==> config.mk <==
export PLATFORM = sky130hd
export DESIGN_NAME = dma_rd_dispatch
export DESIGN_NICKNAME = d
export VERILOG_FILES = /design/src/rtl/dma_rd_dispatch.sv
export SDC_FILE = /design/constraint.sdc
export NUM_CORES = 1
export LEC_CHECK = 0
export ABC_AREA = 0
export BUFFER_PORTS_ARGS = -buffer_cell sky130_fd_sc_hd__buf_2
export CAP_MARGIN = 10
export CORE_UTILIZATION = 32
export DETAILED_ROUTE_END_ITERATION = 6
export HOLD_SLACK_MARGIN = 0.15
export MAX_ROUTING_LAYER = met4
export PLACE_DENSITY = 0.5
export SLEW_MARGIN = 15
export SYNTH_ARGS = -nofsm -noshare
export SYNTH_HDL_FRONTEND = slang
export SYNTH_SLANG_ARGS = --single-unit
export TNS_END_PERCENT = 50
==> constraint.sdc <==
create_clock -name clk -period 3.39 [get_ports clk]
set_input_delay 0.1695 -clock clk [delete_from_list [all_inputs] [get_ports clk]]
set_output_delay 0.1695 -clock clk [all_outputs]
set_load 0.03 [all_outputs]
==> src/rtl/dma_rd_dispatch.sv <==
// dma_rd_dispatch: read-side command dispatcher.
// Diced read commands from the DMA controller are buffered in a small FIFO.
// Each command is issued as one AXI4 INCR read burst, and its R beats are
// passed straight through to a local stream output. Only one burst is in
// flight at a time. Burst termination counts beats and never looks at rlast.
// Optional build macro DMA_RD_DISPATCH_ERR_EN: builds a sticky rd_err flag for
// non-OKAY responses or a misplaced rlast. When the macro is undefined,
// rd_err is tied low.
module dma_rd_dispatch #(
  parameter int AXI_ADDR_WIDTH   = 32,
  parameter int AXI_DATA_WIDTH   = 32,
  parameter int CONFIG_LEN_WIDTH = 9,
  parameter int CMD_DEPTH        = 4,
  parameter int RATE             = AXI_DATA_WIDTH / 8
) (
  input  logic                        clk,
  input  logic                        rst_n,
  // command interface from the controller
  input  logic                        config_valid,
  output logic                        config_ready,
  output logic                        config_empty,
  input  logic [CONFIG_LEN_WIDTH-1:0] config_len,
  input  logic [AXI_ADDR_WIDTH-1:0]   config_addr,
  // AXI4 AR channel
  output logic [AXI_ADDR_WIDTH-1:0]   araddr,
  output logic [7:0]                  arlen,
  output logic [2:0]                  arsize,
  output logic [1:0]                  arburst,
  output logic                        arvalid,
  input  logic                        arready,
  // AXI4 R channel
  input  logic [AXI_DATA_WIDTH-1:0]   rdata,
  input  logic [1:0]                  rresp,
  input  logic                        rlast,
  input  logic                        rvalid,
  output logic                        rready,
  // local read-data stream
  output logic [AXI_DATA_WIDTH-1:0]   out_data,
  output logic                        out_valid,
  input  logic                        out_ready,
  output logic                        rd_err
);

  localparam int PTR_W = $clog2(CMD_DEPTH);

  typedef enum logic [1:0] {WAIT_CMD, SEND_AR, RECV_DATA} state_t;

  typedef struct packed {
    logic [AXI_ADDR_WIDTH-1:0]   addr;
    logic [CONFIG_LEN_WIDTH-1:0] len;
  } cmd_t;

  cmd_t                        r_mem [CMD_DEPTH];
  logic [PTR_W-1:0]            r_wr_ptr;
  logic [PTR_W-1:0]            r_rd_ptr;
  logic [PTR_W:0]              r_count;
  state_t                      r_state;
  logic [AXI_ADDR_WIDTH-1:0]   r_araddr;
  logic [7:0]                  r_arlen;
  logic                        r_arvalid;
  logic [CONFIG_LEN_WIDTH-1:0] r_len;
  logic [CONFIG_LEN_WIDTH-1:0] r_beat;

  logic w_full;
  logic w_empty;
  logic w_push;
  logic w_pop;
  logic w_in_recv;
  logic w_beat_acc;
  logic w_last_beat;
  cmd_t w_head;

  assign w_full      = (r_count == (PTR_W+1)'(CMD_DEPTH));
  assign w_empty     = (r_count == '0);
  assign w_push      = config_valid && !w_full;
  assign w_pop       = (r_state == WAIT_CMD) && !w_empty;
  assign w_head      = r_mem[r_rd_ptr];
  assign w_in_recv   = (r_state == RECV_DATA);
  assign w_beat_acc  = w_in_recv && rvalid && out_ready;
  assign w_last_beat = (r_beat == r_len - 1'b1);

  assign config_ready = !w_full;
  assign config_empty = w_empty && (r_state == WAIT_CMD);

  assign araddr  = r_araddr;
  assign arlen   = r_arlen;
  assign arvalid = r_arvalid;
  assign arsize  = 3'($clog2(RATE));
  assign arburst = 2'b01;

  // R channel is a straight pass-through while a burst is being received.
  assign rready    = w_in_recv && out_ready;
  assign out_valid = w_in_recv && rvalid;
  assign out_data  = w_in_recv ? rdata : '0;

  // Command storage: write the incoming command at the tail.
  // NOTE: storage has no reset; the pointers and count define what is valid.
  always_ff @(posedge clk) begin
    if (w_push) r_mem[r_wr_ptr] <= '{addr: config_addr, len: config_len};
  end

  // FIFO pointers and occupancy; a simultaneous push and pop leaves the count unchanged.
  always_ff @(posedge clk or negedge rst_n) begin
    if (!rst_n) begin
      r_wr_ptr <= '0;
      r_rd_ptr <= '0;
      r_count  <= '0;
    end else begin
      if (w_push) r_wr_ptr <= r_wr_ptr + 1'b1;
      if (w_pop)  r_rd_ptr <= r_rd_ptr + 1'b1;
      case ({w_push, w_pop})
        2'b10:   r_count <= r_count + 1'b1;
        2'b01:   r_count <= r_count - 1'b1;
        default: r_count <= r_count;
      endcase
    end
  end

  // Dispatch FSM: pop a command, issue its AR, then count R beats to the end of the burst.
  // NOTE: every register here is next-state logic, so only non-blocking assignments are used.
  always_ff @(posedge clk or negedge rst_n) begin
    if (!rst_n) begin
      r_state   <= WAIT_CMD;
      r_araddr  <= '0;
      r_arlen   <= '0;
      r_arvalid <= 1'b0;
      r_len     <= '0;
      r_beat    <= '0;
    end else begin
      case (r_state)
        WAIT_CMD: begin
          if (!w_empty) begin
            r_araddr <= w_head.addr;
            r_arlen  <= 8'(w_head.len - 1'b1);
            r_len    <= w_head.len;
            // A zero-length command is consumed here without issuing an AR.
            if (w_head.len != '0) begin
              r_state   <= SEND_AR;
              r_arvalid <= 1'b1;
            end
          end
        end
        SEND_AR: begin
          if (arready) begin
            r_arvalid <= 1'b0;
            r_beat    <= '0;
            r_state   <= RECV_DATA;
          end
        end
        RECV_DATA: begin
          if (w_beat_acc) begin
            if (w_last_beat) r_state <= WAIT_CMD;
            else             r_beat  <= r_beat + 1'b1;
          end
        end
        default: r_state <= WAIT_CMD;
      endcase
    end
  end

`ifdef DMA_RD_DISPATCH_ERR_EN
  logic r_rd_err;

  // Sticky error: a non-OKAY response, or rlast disagreeing with the beat count.
  always_ff @(posedge clk or negedge rst_n) begin
    if (!rst_n) begin
      r_rd_err <= 1'b0;
    end else if (w_beat_acc && ((rresp != 2'b00) || (rlast != w_last_beat))) begin
      r_rd_err <= 1'b1;
    end
  end

  assign rd_err = r_rd_err;
`else
  logic w_unused_err_inputs;

  assign w_unused_err_inputs = ^{rresp, rlast};
  assign rd_err              = 1'b0;
`endif

endmodule

==> flow_metrics.py, run 1 <==
metrics = {
    "worst_setup_path": {
        "crit_chain": "inv_1 -> ha_1 -> or3b_4 -> or4_4 -> a2111oi_4 -> o2111ai_2 -> nand4_1 -> mux2i_1",
        "cp_max_fo": 7,
        "cp_data_required_time_ns": 3.83,
        "cp.arrival_ns": 3.23,
        "cp-start-kind": "register",
        "slowest_stage": "or4_4",
        "endpoint_kind": "register",
        "r2r_slack_ns": 0.60,
        "cpPeakStageDelay_ns": 0.50,
        "path_class": "reg -> reg",
    },
    "sta": {
        "min_period_ns": 2.792,
        "final.setup.tns_ns": 0,
        "rsz0062_at_grt": "no",
        "finalCritPeriodShare_pct": 82.35,
        "timing.fmax_ghz": 0.3582,
        "skew_ns": 0.007553,
        "hold_viol": 0,
        "slew_viol_final": 0,
        "setup_viol": 0,
        "tightest_slew_ns": 1.008,
        "max_slew_margin_pct": 32.77,
    },
    "clocking": {
        "cts_setup_buffers": 0,
        "holdBufCountCts": 47,
        "clk_pin_slew_worst_paths_ns": 0.06,
        "cts_tree": "yes",
        "cts_resized": 0,
        "cts_buffers": 26,
        "clock_latency_ns": 0.52,
        "cts-root-buf": "clkbuf_16",
        "clockBufferDepth": 3,
        "htree_levels": 1,
        "cts.sinks": 232,
    },
    "floorplanning": {
        "io-pin-count": 165,
        "initial_core_util_pct": 32.71,
        "coreArea_um2": 28860,
        "chipWidth_um": 173.7,
        "die-area_um2": 30190,
        "die_h_um": 173.7,
        "num_rows": 62,
    },
    "global_routing": {
        "grt_max_degree": 69,
        "grt_pass1_wl_um": 31680,
        "grt_antenna_before_repair": 1,
        "track_usage_pct": 13.78,
        "grt_pass1_vias": 5865,
        "overflow": 0,
    },
    "worst_hold_path": {
        "hold_class": "in -> async",
    },
    "final_layout": {
        "fill_cells": 2653,
        "area_delta_synth_final_pct": 28.61,
        "final_nets": 851,
        "fin_util_pct": 42.07,
        "drive_above_1_share_pct": 39.49,
    },
    "outcome": {
        "outcome": "complete, no violations",
    },
    "power": {
        "p_leak_uw": 0.004671,
        "power.density_nw_per_um2": 938.5,
        "ir_worst_vdd_v": 0.0005261,
    },
    "synth": {
        "postSynthCellCount": 540,
        "ys_async_sr_fraction_pct": 29.31,
        "yosysWarnings": 0,
        "ys_seq_area_share_pct": 70.20,
        "yosys-top-cells-area": "edfxtp_1 52%, dfrtp_1 18%, mux4_2 9.8%",
        "synth_edf_count": 164,
        "synth_seq_cells": 232,
        "yosys.area.top_type": "edfxtp_1",
        "synthTopCellsByCount": "164 x edfxtp_1, 68 x dfrtp_1, 41 x mux4_2",
        "syn_area_um2": 9439,
        "avgSynthCellArea_um2": 17.48,
        "yosys.cell_count.top_type": "edfxtp_1",
        "synth_top_area_share_pct": 52.17,
        "ys_types": 54,
        "synth_flop_cell": "edfxtp_1",
    },
    "drt": {
        "drc": 0,
        "drt_first_pass_iters": 4,
        "wire_per_inst_um": 17.06,
        "wirelength_um": 19880,
        "drt_iter0_markers": 242,
        "drt-vias-per-instance": 4.663,
        "vias": 5432,
        "drtAntennaViolNets": 0,
    },
    "placement": {
        "gp_congestion": 0.8255,
        "portBuffers": 155,
        "hpwl_um": 12480,
    },
    "job": {
        "cap_violations": 0,
    },
}
## flip-flops by register name, summed over array words and instances, names as in the netlist
name / count
r_mem: 164
araddr: 32
arvalid: 1
arlen: 8
r_rd_ptr: 2
r_beat: 9
r_len: 9
r_wr_ptr: 2
r_state: 2
r_count: 3
## metrics by stage
stage               hold WS [ns]  total power (uW)  instance area (um2)  setup slack [ns]  std cells
floorplan                -0.1261              7207                 9454            0.8074        544
global placement          0.3778              8291                10690            0.6712       1069
detailed placement        0.3868              8397                10690            0.6040       1069
CTS                       0.3777             11600                12140            0.5907       1164
global route              0.3920             12040                12140            0.3948       1165
finish                    0.3778             11390                12140            0.5982       1165
## final cells by class
| class | count | area, um2 | share of cell area [%] |
|---|---|---|---|
| timing repair buffer | 214 | 1339 | 11.03 |
| clock inverter | 12 | 207.7 | 1.711 |
| tap | 384 | 480.5 | 3.958 |
| antenna | 1 | 2.502 | 0.02061 |
| inverter | 13 | 48.80 | 0.4020 |
| clock buffer | 36 | 769.5 | 6.339 |
| multi-input combinational | 273 | 2660 | 21.91 |
| sequential | 232 | 6631 | 54.63 |
## worst paths after layout
path                            startpoint            to  cells after the start
hold reg to reg                   arlen[0]      arlen[0]                      1
hold / removal                       rst_n       arvalid                      2
setup reg to reg                  r_len[0]     r_beat[7]                      8
setup / recovery                  r_len[0]     r_beat[7]                      8
min in group clk           config_addr[19]  r_mem[2][28]                      2
max in group asynchronous            rst_n   r_rd_ptr[0]                      2
## layout by cell type (no fill, tap or decap), drive strengths merged, types with 3 or more instances in the layout
cell type / count
and3: 5
xnor2: 15
o21ai: 10
and2: 36
conb: 6
nor2b: 3
clkbuf: 36
a21oi: 10
dlygate4sd3: 47
nor3: 6
xor2: 7
nand2b: 4
edfxtp: 164
mux2i: 5
nand2: 19
dfrtp: 68
nor2: 17
inv: 13
bufinv: 6
mux2: 38
mux4: 41
clkinv: 6
nor4: 3
nand3: 9
ha: 8
or3: 5
buf: 167
## report_power, final
| part | internal (uW) | leakage (uW) | switching (uW) | total [uW] |
|---|---|---|---|---|
| Sequential | 3870 | 0.00231 | 474 | 4350 |
| Combinational | 1680 | 0.00187 | 2260 | 3940 |
| Clock | 2030 | 0.000483 | 1080 | 3110 |
## kinds of logic (layout without fill, tap and decap cells)
| logic type | after synthesis | in the layout | synth area share (%) |
|---|---|---|---|
| other | 2 | 7 | 0.07956 |
| XOR/XNOR | 22 | 22 | 2.041 |
| buffers and inverters | 39 | 275 | 1.909 |
| AND/OR/NAND/NOR | 121 | 121 | 7.304 |
| flip-flops | 232 | 232 | 70.20 |
| AO/OA/AOI/OAI | 31 | 31 | 2.346 |
| adder cells (fa/ha/maj) | 9 | 9 | 1.273 |
| multiplexers | 84 | 84 | 14.85 |
## worst max-delay path, delay by kind of cell, from the launching register on
kind	cells	cell delay, ns
AO/OA/AOI/OAI	2	0.66
buffers and inverters	1	0.09
AND/OR/NAND/NOR	3	1.10
flip-flops	1	0.43
adder cells (fa/ha/maj)	1	0.24
multiplexers	1	0.19
## routing by layer
layer	global-route usage (%)	share of wire, %	vias up
met2	24.85	52	179
met4	3.289	1.7	0
li1	-	-	2496
met5	-	0	-
met3	2.961	6.0	33
met1	15.47	41	2724
Note: power is estimated with default switching activity, not from simulation.
==> run 2: changes to the inputs <==
--- a/config.mk
+++ b/config.mk
@@ -12,7 +12,7 @@
 export DETAILED_ROUTE_END_ITERATION = 6
 export HOLD_SLACK_MARGIN = 0.15
 export MAX_ROUTING_LAYER = met4
-export PLACE_DENSITY = 0.5
+export PLACE_DENSITY = 0.51
 export SLEW_MARGIN = 15
 export SYNTH_ARGS = -nofsm -noshare
 export SYNTH_HDL_FRONTEND = slang
==> constraint.sdc (replaced) <==
create_clock -name clk -period 2.5 [get_ports clk]
set_input_delay 0.125 -clock clk [delete_from_list [all_inputs] [get_ports clk]]
set_output_delay 0.125 -clock clk [all_outputs]
set_load 0.03 [all_outputs]
==> run 2 against run 1 <==
  * The run now ends with negative setup slack left
  * Worst hold slack worse by 0.19 ns
  * Flip-flop and latch count stayed put
  * Sequential power is 33% higher
  * Register-to-register slack worse by 0.62 ns
  * Sequential share of layout area is 0.29 points lower
  * Die area stayed put
  * Fmax is 11% higher
  * Setup slack worse by 0.62 ns
  * First-iteration DRC count is 16% higher
  * Clock power is 18% higher
  * Total power is 34% higher
  * Combinational power is 46% higher
  * Critical path type unchanged
  * Highest routed layer unchanged
==> flow_metrics.py, run 2 (synthesis gave the netlist of run 1 again) <==
metrics = {
    "final_layout": {
        "area_delta_synth_final_pct": 29.29,
        "final_nets": 863,
        "top_register": "r_mem",
        "stdcell_area_um2": 12200,
        "layout_common_cells": "164 x edfxtp_1, 154 x buf_2, 66 x dfrtp_1",
        "drive_above_1_share_pct": 40.78,
        "final_common_cell": "edfxtp_1",
        "largest_reg_flops": 164,
    },
    "clocking": {
        "clockBufferDepth": 3,
        "htree_levels": 1,
        "clk_pin_slew_worst_paths_ns": 0.06,
        "cts-root-buf": "clkbuf_16",
        "cts_buffers": 26,
        "cts_tree": "yes",
        "clock_latency_ns": 0.53,
        "cts.sinks": 232,
    },
    "global_routing": {
        "grt_use_met3_pct": 3.224,
        "grt_max_degree": 62,
        "grt_antenna_before_repair": 0,
        "met1_usage_pct": 16.33,
        "grt_pass1_wl_um": 31340,
        "grt.busiest_layer": "met2",
        "overflow": 0,
        "track_usage_pct": 13.74,
        "gr-usage-met2_pct": 23.47,
        "grt_pass1_vias": 5757,
    },
    "worst_setup_path": {
        "cp-start-kind": "register",
        "endpoint_kind": "register",
        "path_class": "reg -> reg",
        "cp_data_required_time_ns": 2.94,
        "cp.arrival_ns": 2.96,
        "cp_max_fo": 6,
    },
    "drt": {
        "drt_iter0_markers": 281,
        "drc": 0,
        "drtAntennaViolNets": 0,
        "drt-vias-per-instance": 4.635,
        "vias": 5455,
        "drt_first_pass_iters": 4,
        "wire_per_inst_um": 17.16,
        "wirelength_um": 20200,
    },
    "floorplanning": {
        "chipWidth_um": 173.7,
        "die-area_um2": 30190,
        "num_rows": 62,
        "coreArea_um2": 28860,
        "die_h_um": 173.7,
        "initial_core_util_pct": 32.71,
        "io-pin-count": 165,
    },
    "power": {
        "ir_worst_vdd_v": 0.0005992,
        "power.density_nw_per_um2": 1247,
        "finalPower_uw": 15220,
        "p_leak_uw": 0.004676,
    },
    "placement": {
        "hpwl_um": 12520,
        "gp_congestion": 0.8209,
        "place_area_um2": 10820,
        "portBuffers": 155,
    },
    "sta": {
        "worst_slack_ns": -0.01898,
        "hold_viol": 0,
        "skew_ns": 0.01639,
        "setup_viol": 1,
        "slew_viol_final": 0,
        "finalCritPeriodShare_pct": 100.8,
        "max_slew_margin_pct": 57.27,
        "rsz0062_at_grt": "yes",
        "timing.fmax_ghz": 0.3970,
        "min_period_ns": 2.519,
        "tightest_slew_ns": 0.6409,
    },
    "job": {
        "cap_violations": 0,
    },
    "outcome": {
        "failed_checks": "negative setup slack",
        "outcome": "finished, violations left",
    },
    "worst_hold_path": {
        "hold_class": "in -> async",
    },
}
run 2: changes by cell type in the layout (fill, tap and decap cells not counted), moves of 2 or more:
cell	previous run	this run
bufinv_16	6	1
clkbuf_8	6	4
clkbuf_1	3	8
inv_1	13	11
buf_12	0	6
inv_2	0	2
buf_4	13	20
run 2: stage by stage:
stage	cells	setup WS, ns	setup TNS [ns]	hold WS [ns]	util, %
2_1_floorplan	544	-0.01834	-0.01834	-0.1706	-
3_3_place_gp	1076	-0.04823	-0.09145	0.2119	37.49
3_5_place_dp	1076	-0.09680	-0.2527	0.2130	37.49
4_1_cts	1174	-0.05931	-0.08440	0.1609	42.19
5_1_grt	1176	-0.1166	-0.5879	0.2364	42.28
6_report	1177	-0.01898	-0.01898	0.1848	42.29
run 2: final timing paths:
check	from	end	slack, ns	depth (start not counted)
max	r_len[1]	r_beat[8]	-0.02	8
min	rst_n	arvalid	0.18	2
min reg2reg	r_count[2]	r_count[2]	0.49	1
max in group asynchronous	rst_n	araddr[27]	1.65	3
max reg2reg	r_len[1]	r_beat[8]	-0.02	8
min in group clk	out_ready	r_beat[7]	0.19	6
run 2: per-layer routing:
| layer | vias up | part of all wire, % |
|---|---|---|
| met1 | 2730 | 42 |
| li1 | 2509 | - |
| met3 | 29 | 6.7 |
| met2 | 187 | 50 |
| met4 | 0 | 1.5 |
| met5 | - | 0 |
run 2: repair_timing:
action,in CTS,in global routing
hold buffers,46,0
pin swaps,5,5
gates resized for setup,6,2
setup endpoints to repair,4,10
buffers inserted,4,2
endpoints found under the hold margin,223,0
run 2: power breakdown:
| group | switching, uW | internal, uW |
|---|---|---|
| logic | 3270 | 2500 |
| registers | 529 | 5260 |
| clock network | 1470 | 2200 |
run 2: cell type report:
cell class                      instances  area, um2
Timing Repair Buffer                  226       1501
Antenna cell                            1      2.502
Fill cell                            2623      16650
Multi-Input combinational cell        273       2705
Clock buffer                           39      760.7
Inverter                               13      48.80
Clock inverter                          9      73.82
Tap cell                              384      480.5
Sequential cell                       232       6631
run 2: critical path, cell delays in order (launching register included):
cell       delay (ns)
dfrtp_1          0.39
inv_2            0.09
ha_4             0.13
or3b_4           0.37
or4_4            0.43
a2111oi_4        0.38
o2111a_2         0.33
or3_4            0.14
mux2i_1          0.17
